[src/rtl/cpu_ctrl_pkg.sv]
// Shared encodings for the CPU control path: opcodes, functs, ALU op codes, FSM states and the
// control bundle driven onto the datapath.
package cpu_ctrl_pkg;

    localparam logic [5:0] OP_RTYPE = 6'b000000;
    localparam logic [5:0] OP_ADDIU = 6'b001001;
    localparam logic [5:0] OP_ANDI  = 6'b001100;
    localparam logic [5:0] OP_ORI   = 6'b001101;
    localparam logic [5:0] OP_SLTI  = 6'b001010;
    localparam logic [5:0] OP_LW    = 6'b100011;
    localparam logic [5:0] OP_SW    = 6'b101011;
    localparam logic [5:0] OP_BEQ   = 6'b000100;
    localparam logic [5:0] OP_BNE   = 6'b000101;
    localparam logic [5:0] OP_BLTZ  = 6'b000110;
    localparam logic [5:0] OP_J     = 6'b000010;
    localparam logic [5:0] OP_HALT  = 6'b111111;

    localparam logic [5:0] FN_SLL = 6'b000000;
    localparam logic [5:0] FN_ADD = 6'b100000;
    localparam logic [5:0] FN_SUB = 6'b100010;
    localparam logic [5:0] FN_AND = 6'b100100;
    localparam logic [5:0] FN_OR  = 6'b100101;

    localparam logic [3:0] ALU_AND  = 4'b0000;
    localparam logic [3:0] ALU_OR   = 4'b0001;
    localparam logic [3:0] ALU_ADD  = 4'b0100;
    localparam logic [3:0] ALU_SUB  = 4'b0101;
    localparam logic [3:0] ALU_SLT  = 4'b0110;
    localparam logic [3:0] ALU_SLL  = 4'b0111;
    localparam logic [3:0] ALU_PASS = 4'b1000;

    typedef enum logic [3:0] {
        StIf    = 4'd0,
        StId    = 4'd1,
        StExR   = 4'd2,
        StExI   = 4'd3,
        StExAd  = 4'd4,
        StMemRd = 4'd5,
        StMemWr = 4'd6,
        StWbAlu = 4'd7,
        StWbLd  = 4'd8,
        StExBr  = 4'd9,
        StExJ   = 4'd10,
        StHalt  = 4'd11
    } state_e;

    typedef struct packed {
        logic [3:0] aluop;
        logic       regwrite;
        logic       alusrca;
        logic       alusrcb;
        logic       regdst;
        logic       extsel;
        logic       datasrc;
        logic       mwr;
        logic [1:0] pcsrc;
        logic       pcwrite;
        logic       irwrite;
        logic       mem_req;
        logic       illegal;
        logic       halted;
    } ctl_t;

endpackage

[src/rtl/alu_op_decode.sv]
// Pure combinational op/funct to ALU opcode mapping, plus a legality flag for the trap logic.
module alu_op_decode
    import cpu_ctrl_pkg::*;
(
    input  logic [5:0] op,
    input  logic [5:0] funct,
    output logic [3:0] aluop,
    output logic       legal
);

    always_comb begin
        aluop = ALU_PASS;
        legal = 1'b1;
        case (op)
            OP_RTYPE: begin
                case (funct)
                    FN_SLL:  aluop = ALU_SLL;
                    FN_ADD:  aluop = ALU_ADD;
                    FN_SUB:  aluop = ALU_SUB;
                    FN_AND:  aluop = ALU_AND;
                    FN_OR:   aluop = ALU_OR;
                    default: legal = 1'b0;
                endcase
            end
            OP_ADDIU, OP_LW, OP_SW:    aluop = ALU_ADD;
            OP_ANDI:                   aluop = ALU_AND;
            OP_ORI:                    aluop = ALU_OR;
            OP_SLTI:                   aluop = ALU_SLT;
            OP_BEQ, OP_BNE, OP_BLTZ:   aluop = ALU_SUB;
            OP_J, OP_HALT:             aluop = ALU_PASS;
            default:                   legal = 1'b0;
        endcase
    end

endmodule

[src/rtl/multicycle_control.sv]
// Multicycle control FSM: sequences IF/ID/EX/MEM/WB and drives the datapath control bus per state.
module multicycle_control
    import cpu_ctrl_pkg::*;
#(
    parameter int unsigned ALUOP_W       = 4,
    parameter int unsigned MEM_HANDSHAKE = 1,
    parameter int unsigned STATE_W       = 4
) (
    input  logic               clk,
    input  logic               rst_n,
    input  logic [5:0]         op,
    input  logic [5:0]         funct,
    input  logic               zero,
    input  logic               sign,
    input  logic               mem_ack,
    output logic [ALUOP_W-1:0] ALUop,
    output logic               Regwrite,
    output logic               ALUsrcA,
    output logic               ALUsrcB,
    output logic               RegDst,
    output logic               ExtSel,
    output logic               datasrc,
    output logic               mWR,
    output logic [1:0]         pcsrc,
    output logic               PCwrite,
    output logic               IRwrite,
    output logic               mem_req,
    output logic               illegal,
    output logic               halted,
    output logic [STATE_W-1:0] state
);

    state_e     state_q, state_d;
    ctl_t       c;
    logic [3:0] dec_aluop;
    logic       dec_legal;
    logic       ack;
    logic       taken;

    assign ack = (MEM_HANDSHAKE != 0) ? mem_ack : 1'b1;

    alu_op_decode u_alu_op_decode (
        .op    (op),
        .funct (funct),
        .aluop (dec_aluop),
        .legal (dec_legal)
    );

    always_comb begin
        case (op)
            OP_BEQ:  taken = zero;
            OP_BNE:  taken = ~zero;
            OP_BLTZ: taken = sign;
            default: taken = 1'b0;
        endcase
    end

    always_ff @(posedge clk) begin
        if (!rst_n) state_q <= StIf;
        else        state_q <= state_d;
    end

    always_comb begin
        c       = '0;
        state_d = state_q;
        case (state_q)
            StIf: begin
                c.mem_req = 1'b1;
                c.irwrite = ack;
                c.pcwrite = ack;
                if (ack) state_d = StId;
            end
            StId: begin
                if (!dec_legal) begin
                    // PC already advanced in IF, so returning to IF skips the bad instruction.
                    c.illegal = 1'b1;
                    state_d   = StIf;
                end else begin
                    case (op)
                        OP_RTYPE:                          state_d = StExR;
                        OP_ADDIU, OP_ANDI, OP_ORI, OP_SLTI: state_d = StExI;
                        OP_LW, OP_SW:                      state_d = StExAd;
                        OP_BEQ, OP_BNE, OP_BLTZ:           state_d = StExBr;
                        OP_J:                              state_d = StExJ;
                        OP_HALT:                           state_d = StHalt;
                        default:                           state_d = StIf;
                    endcase
                end
            end
            StExR: begin
                c.aluop   = dec_aluop;
                c.alusrca = (funct == FN_SLL);
                state_d   = StWbAlu;
            end
            StExI: begin
                c.aluop   = dec_aluop;
                c.alusrcb = 1'b1;
                c.extsel  = (op == OP_ADDIU) || (op == OP_SLTI);
                state_d   = StWbAlu;
            end
            StExAd: begin
                c.aluop   = ALU_ADD;
                c.alusrcb = 1'b1;
                c.extsel  = 1'b1;
                state_d   = (op == OP_LW) ? StMemRd : StMemWr;
            end
            StMemRd: begin
                c.mem_req = 1'b1;
                if (ack) state_d = StWbLd;
            end
            StMemWr: begin
                c.mem_req = 1'b1;
                c.mwr     = 1'b1;
                if (ack) state_d = StIf;
            end
            StWbAlu: begin
                c.regwrite = 1'b1;
                c.regdst   = (op == OP_RTYPE);
                state_d    = StIf;
            end
            StWbLd: begin
                c.regwrite = 1'b1;
                c.datasrc  = 1'b1;
                state_d    = StIf;
            end
            StExBr: begin
                c.aluop   = ALU_SUB;
                c.extsel  = 1'b1;
                c.pcsrc   = taken ? 2'd1 : 2'd0;
                c.pcwrite = taken;
                state_d   = StIf;
            end
            StExJ: begin
                c.pcsrc   = 2'd2;
                c.pcwrite = 1'b1;
                state_d   = StIf;
            end
            StHalt: c.halted = 1'b1;
            default: state_d = StIf;
        endcase
        // Reset forces every output low, including the IF memory request.
        if (!rst_n) c = '0;
    end

    assign ALUop    = ALUOP_W'(c.aluop);
    assign Regwrite = c.regwrite;
    assign ALUsrcA  = c.alusrca;
    assign ALUsrcB  = c.alusrcb;
    assign RegDst   = c.regdst;
    assign ExtSel   = c.extsel;
    assign datasrc  = c.datasrc;
    assign mWR      = c.mwr;
    assign pcsrc    = c.pcsrc;
    assign PCwrite  = c.pcwrite;
    assign IRwrite  = c.irwrite;
    assign mem_req  = c.mem_req;
    assign illegal  = c.illegal;
    assign halted   = c.halted;
    assign state    = rst_n ? STATE_W'(state_q) : '0;

endmodule

[config.mk]
export PLATFORM = sky130hd
export DESIGN_NAME = multicycle_control
export DESIGN_NICKNAME = d
export VERILOG_FILES = /design/src/rtl/cpu_ctrl_pkg.sv /design/src/rtl/alu_op_decode.sv /design/src/rtl/multicycle_control.sv
export SDC_FILE = /design/constraint.sdc
export NUM_CORES = 1
export LEC_CHECK = 0
export BUFFER_PORTS_ARGS = -buffer_cell sky130_fd_sc_hd__buf_2
export CAP_MARGIN = 20
export CORE_MARGIN = 2
export CORE_UTILIZATION = 52
export DETAILED_ROUTE_END_ITERATION = 6
export MAX_ROUTING_LAYER = met4
export PLACE_DENSITY = 0.92
export SKIP_CTS_REPAIR_TIMING = 1
export SYNTH_ARGS = -nofsm -noshare
export SYNTH_HDL_FRONTEND = slang
export SYNTH_SLANG_ARGS = --single-unit
[constraint.sdc]
create_clock -name clk -period 3.3 [get_ports clk]
set_input_delay 0.495 -clock clk [delete_from_list [all_inputs] [get_ports clk]]
set_output_delay 0.495 -clock clk [all_outputs]
set_load 0.01 [all_outputs]
==> impl_metrics.yaml <==
outcome:
  status: "finished, final reports clean"
synthesis:
  synth_seq_area_share: 0.0824
  synth_fp_nets: 172
  synth_area_per_cell_um2: 6.27
  syn_area_um2: 972
  synth_edf_count: 0
  ys_ff_latch: 4
  syn-instance-count: 155
  synth_top_flop_cell: "dfxtp_1"
  yosysWarnings: 0
  synthArstFlopShare: 0
  synthDistinctLibCells: 48
routing:
  antenna_left: 0
  dr_total_vias: 1304
  route.detailed.drc: 0
  drtIter0Drc: 79
  via_per_inst: 6.27
  routedWlPerCell_um: 13.7
  wl_um: 2840
  dr.pass1.iters: 5
power:
  p_total_uw: 217
  seqPwrFrac: 0.286
  combPwrFrac: 0.465
  power.density_mw_per_mm2: 191
  netSwitchingFraction: 0.396
  ir_worst_vdd_mv: 0.214
  leakagePower_nw: 0.548
  p_int_uw: 131
  power.share.clock: 0.249
  switchingPower_uw: 85.8
critical_path:
  crit_fanout: 18
  endpoint_kind: "primary output"
  crit_path_start_kind: "register"
  crit_required_ns: 2.80
  worstSetupPathType: "register to primary output"
  crit_arrival_ns: 2.22
timing:
  finalCritPeriodShare: 0.822
  tns_ns: 0
  fin_crit_ns: 2.71
  finClkSkew_ns: 0.00142
  rsz0062_at_grt: "false"
  drv_slew: 0
  setup-violations-final: 0
  worst_slew_pin_slew_ns: 0.540
  slew_headroom: 0.640
  hold_slack_ns: 0.713
  max_freq_mhz: 368
  final-hold-violation-count: 0
  worst_slack_ns: 0.586
final_layout:
  register_area_um2: 80.1
  drive_gt1_frac: 0.251
  final_core_util: 0.651
  fillers: 165
  regMostFlops: "state_q"
  reg_top3: "state_q (4)"
  multi_input_area_um2: 786
  num-nets-final: 202
  diodes: 0
  synthToLayoutAreaGrowth_pct: 16.9
  largest_reg_flops: 4
die:
  core-area_mm2: 0.00175
  fp.dieW_um: 47.2
  std_cell_rows: 15
  boundaryPins: 39
  die_h_um: 47.2
  fp.dieArea_mm2: 0.00223
  initial_utilization: 0.557
placed_design:
  numPortBuffers: 38
  place_ws_ns: 0.842
  dpl.hpwl_um: 2220
  gp_congestion: 0.916
clock_tree:
  cts_buffers: 3
  ctsHtreeMaxLevel: 1
  cts_tree: "yes"
  cts.sinks: 4
  clk_path_buf_depth: 2
  worst_skew_pair.late_latency_ns: 0.22
  cts.clk_slew.worst_paths_ns: 0.03
  cts-root-buf: "clkbuf_4"
grt:
  globalRouteTotalUtil: 0.281
  grt_pass1_wl_um: 4540
  antenna_found_initial: 0
  gr-total-overflow: 0
  grt_pass1_vias: 1077
  grt_max_degree: 19
hold_path:
  min_path_type: "input port to register"
flow_run:
  maxCapViolations: 0
## area by class of cell
cell class,instances,share of cell area
inverter,7,0.0231
timing repair buffer,38,0.167
sequential,4,0.0705
tap,25,0.0275
clock buffer,3,0.0198
multi-input combinational,131,0.692
## worst paths after layout
kind	from	to	slack (ns)	cells past startpoint
setup / recovery	state_q[1]	ALUop[1]	0.59	6
hold / removal	rst_n	state_q[2]	0.71	3
setup reg to reg	state_q[0]	state_q[1]	1.69	5
hold reg to reg	state_q[0]	state_q[3]	0.73	1
## critical path: stages, from the launching register on
cell     delay [ns]
dfxtp_1        0.65
and2b_1        0.27
and2_1         0.22
nand2_1        0.15
nor4_1         0.27
nor3b_1        0.26
buf_2          0.17
## power groups by stage
stage	sequential (mW)	clock, mW	combinational [mW]
after floorplan	0.0539	0	0.0766
final	0.0619	0.0540	0.101
after global placement	0.0610	0	0.0946
after global routing	0.0626	0.0583	0.112
after CTS	0.0612	0.0558	0.0994
after detailed placement	0.0619	0	0.0988
## through the flow
step	cell area [um^2]	std cells
2_1_floorplan	972	155
3_3_place_gp	1110	205
3_5_place_dp	1110	205
4_1_cts	1140	208
5_1_grt	1140	208
6_report	1140	208
## synthesized netlist by cell type, types with 3 or more instances
cell type	number	area, um^2
nor2_1	19	71.3
nand2_1	14	52.6
a21oi_1	12	60.1
nand3_1	8	40.0
nor3_1	8	40.0
inv_1	7	26.3
nand2b_1	7	43.8
o21ai_0	7	35.0
and2_1	6	37.5
clkbuf_1	5	18.8
dfxtp_1	4	80.1
nor4_1	4	25.0
buf_2	3	15.0
buf_6	3	33.8
nor3b_1	3	22.5
o21a_1	3	22.5
o22ai_1	3	18.8
## routing by layer
| layer | up-vias | global-route usage | part of all wire |
|---|---|---|---|
| li1 | 630 | - | - |
| met5 | - | - | 0 |
| met3 | 12 | 0.0385 | 0.096 |
| met4 | 0 | 0.0889 | 0.025 |
| met2 | 95 | 0.454 | 0.48 |
| met1 | 567 | 0.356 | 0.40 |
## cell usage in the layout, fill, tap and decap left out, types with 2 or more instances in the layout
cell / n
nor3_1: 8
o22ai_1: 3
clkbuf_4: 3
a211oi_1: 2
and2_1: 6
o21a_1: 3
nand4_1: 2
a21oi_1: 12
nand3b_1: 2
nand3_1: 8
buf_2: 38
nor3b_1: 3
a32oi_1: 2
a41o_1: 2
nor4_1: 4
nor2_1: 19
nand2b_1: 7
nand2_1: 14
or3_4: 2
dfxtp_1: 4
mux2i_1: 2
inv_1: 7
nor2b_1: 2
o21ai_0: 7
## cells by family after synthesis
kind of cell           synth area share
AND/OR/NAND/NOR                   0.505
flip-flops                       0.0824
AO/OA/AOI/OAI                     0.283
buffers and inverters             0.109
multiplexers                     0.0206
No activity file was read; power rests on OpenSTA's default activity.
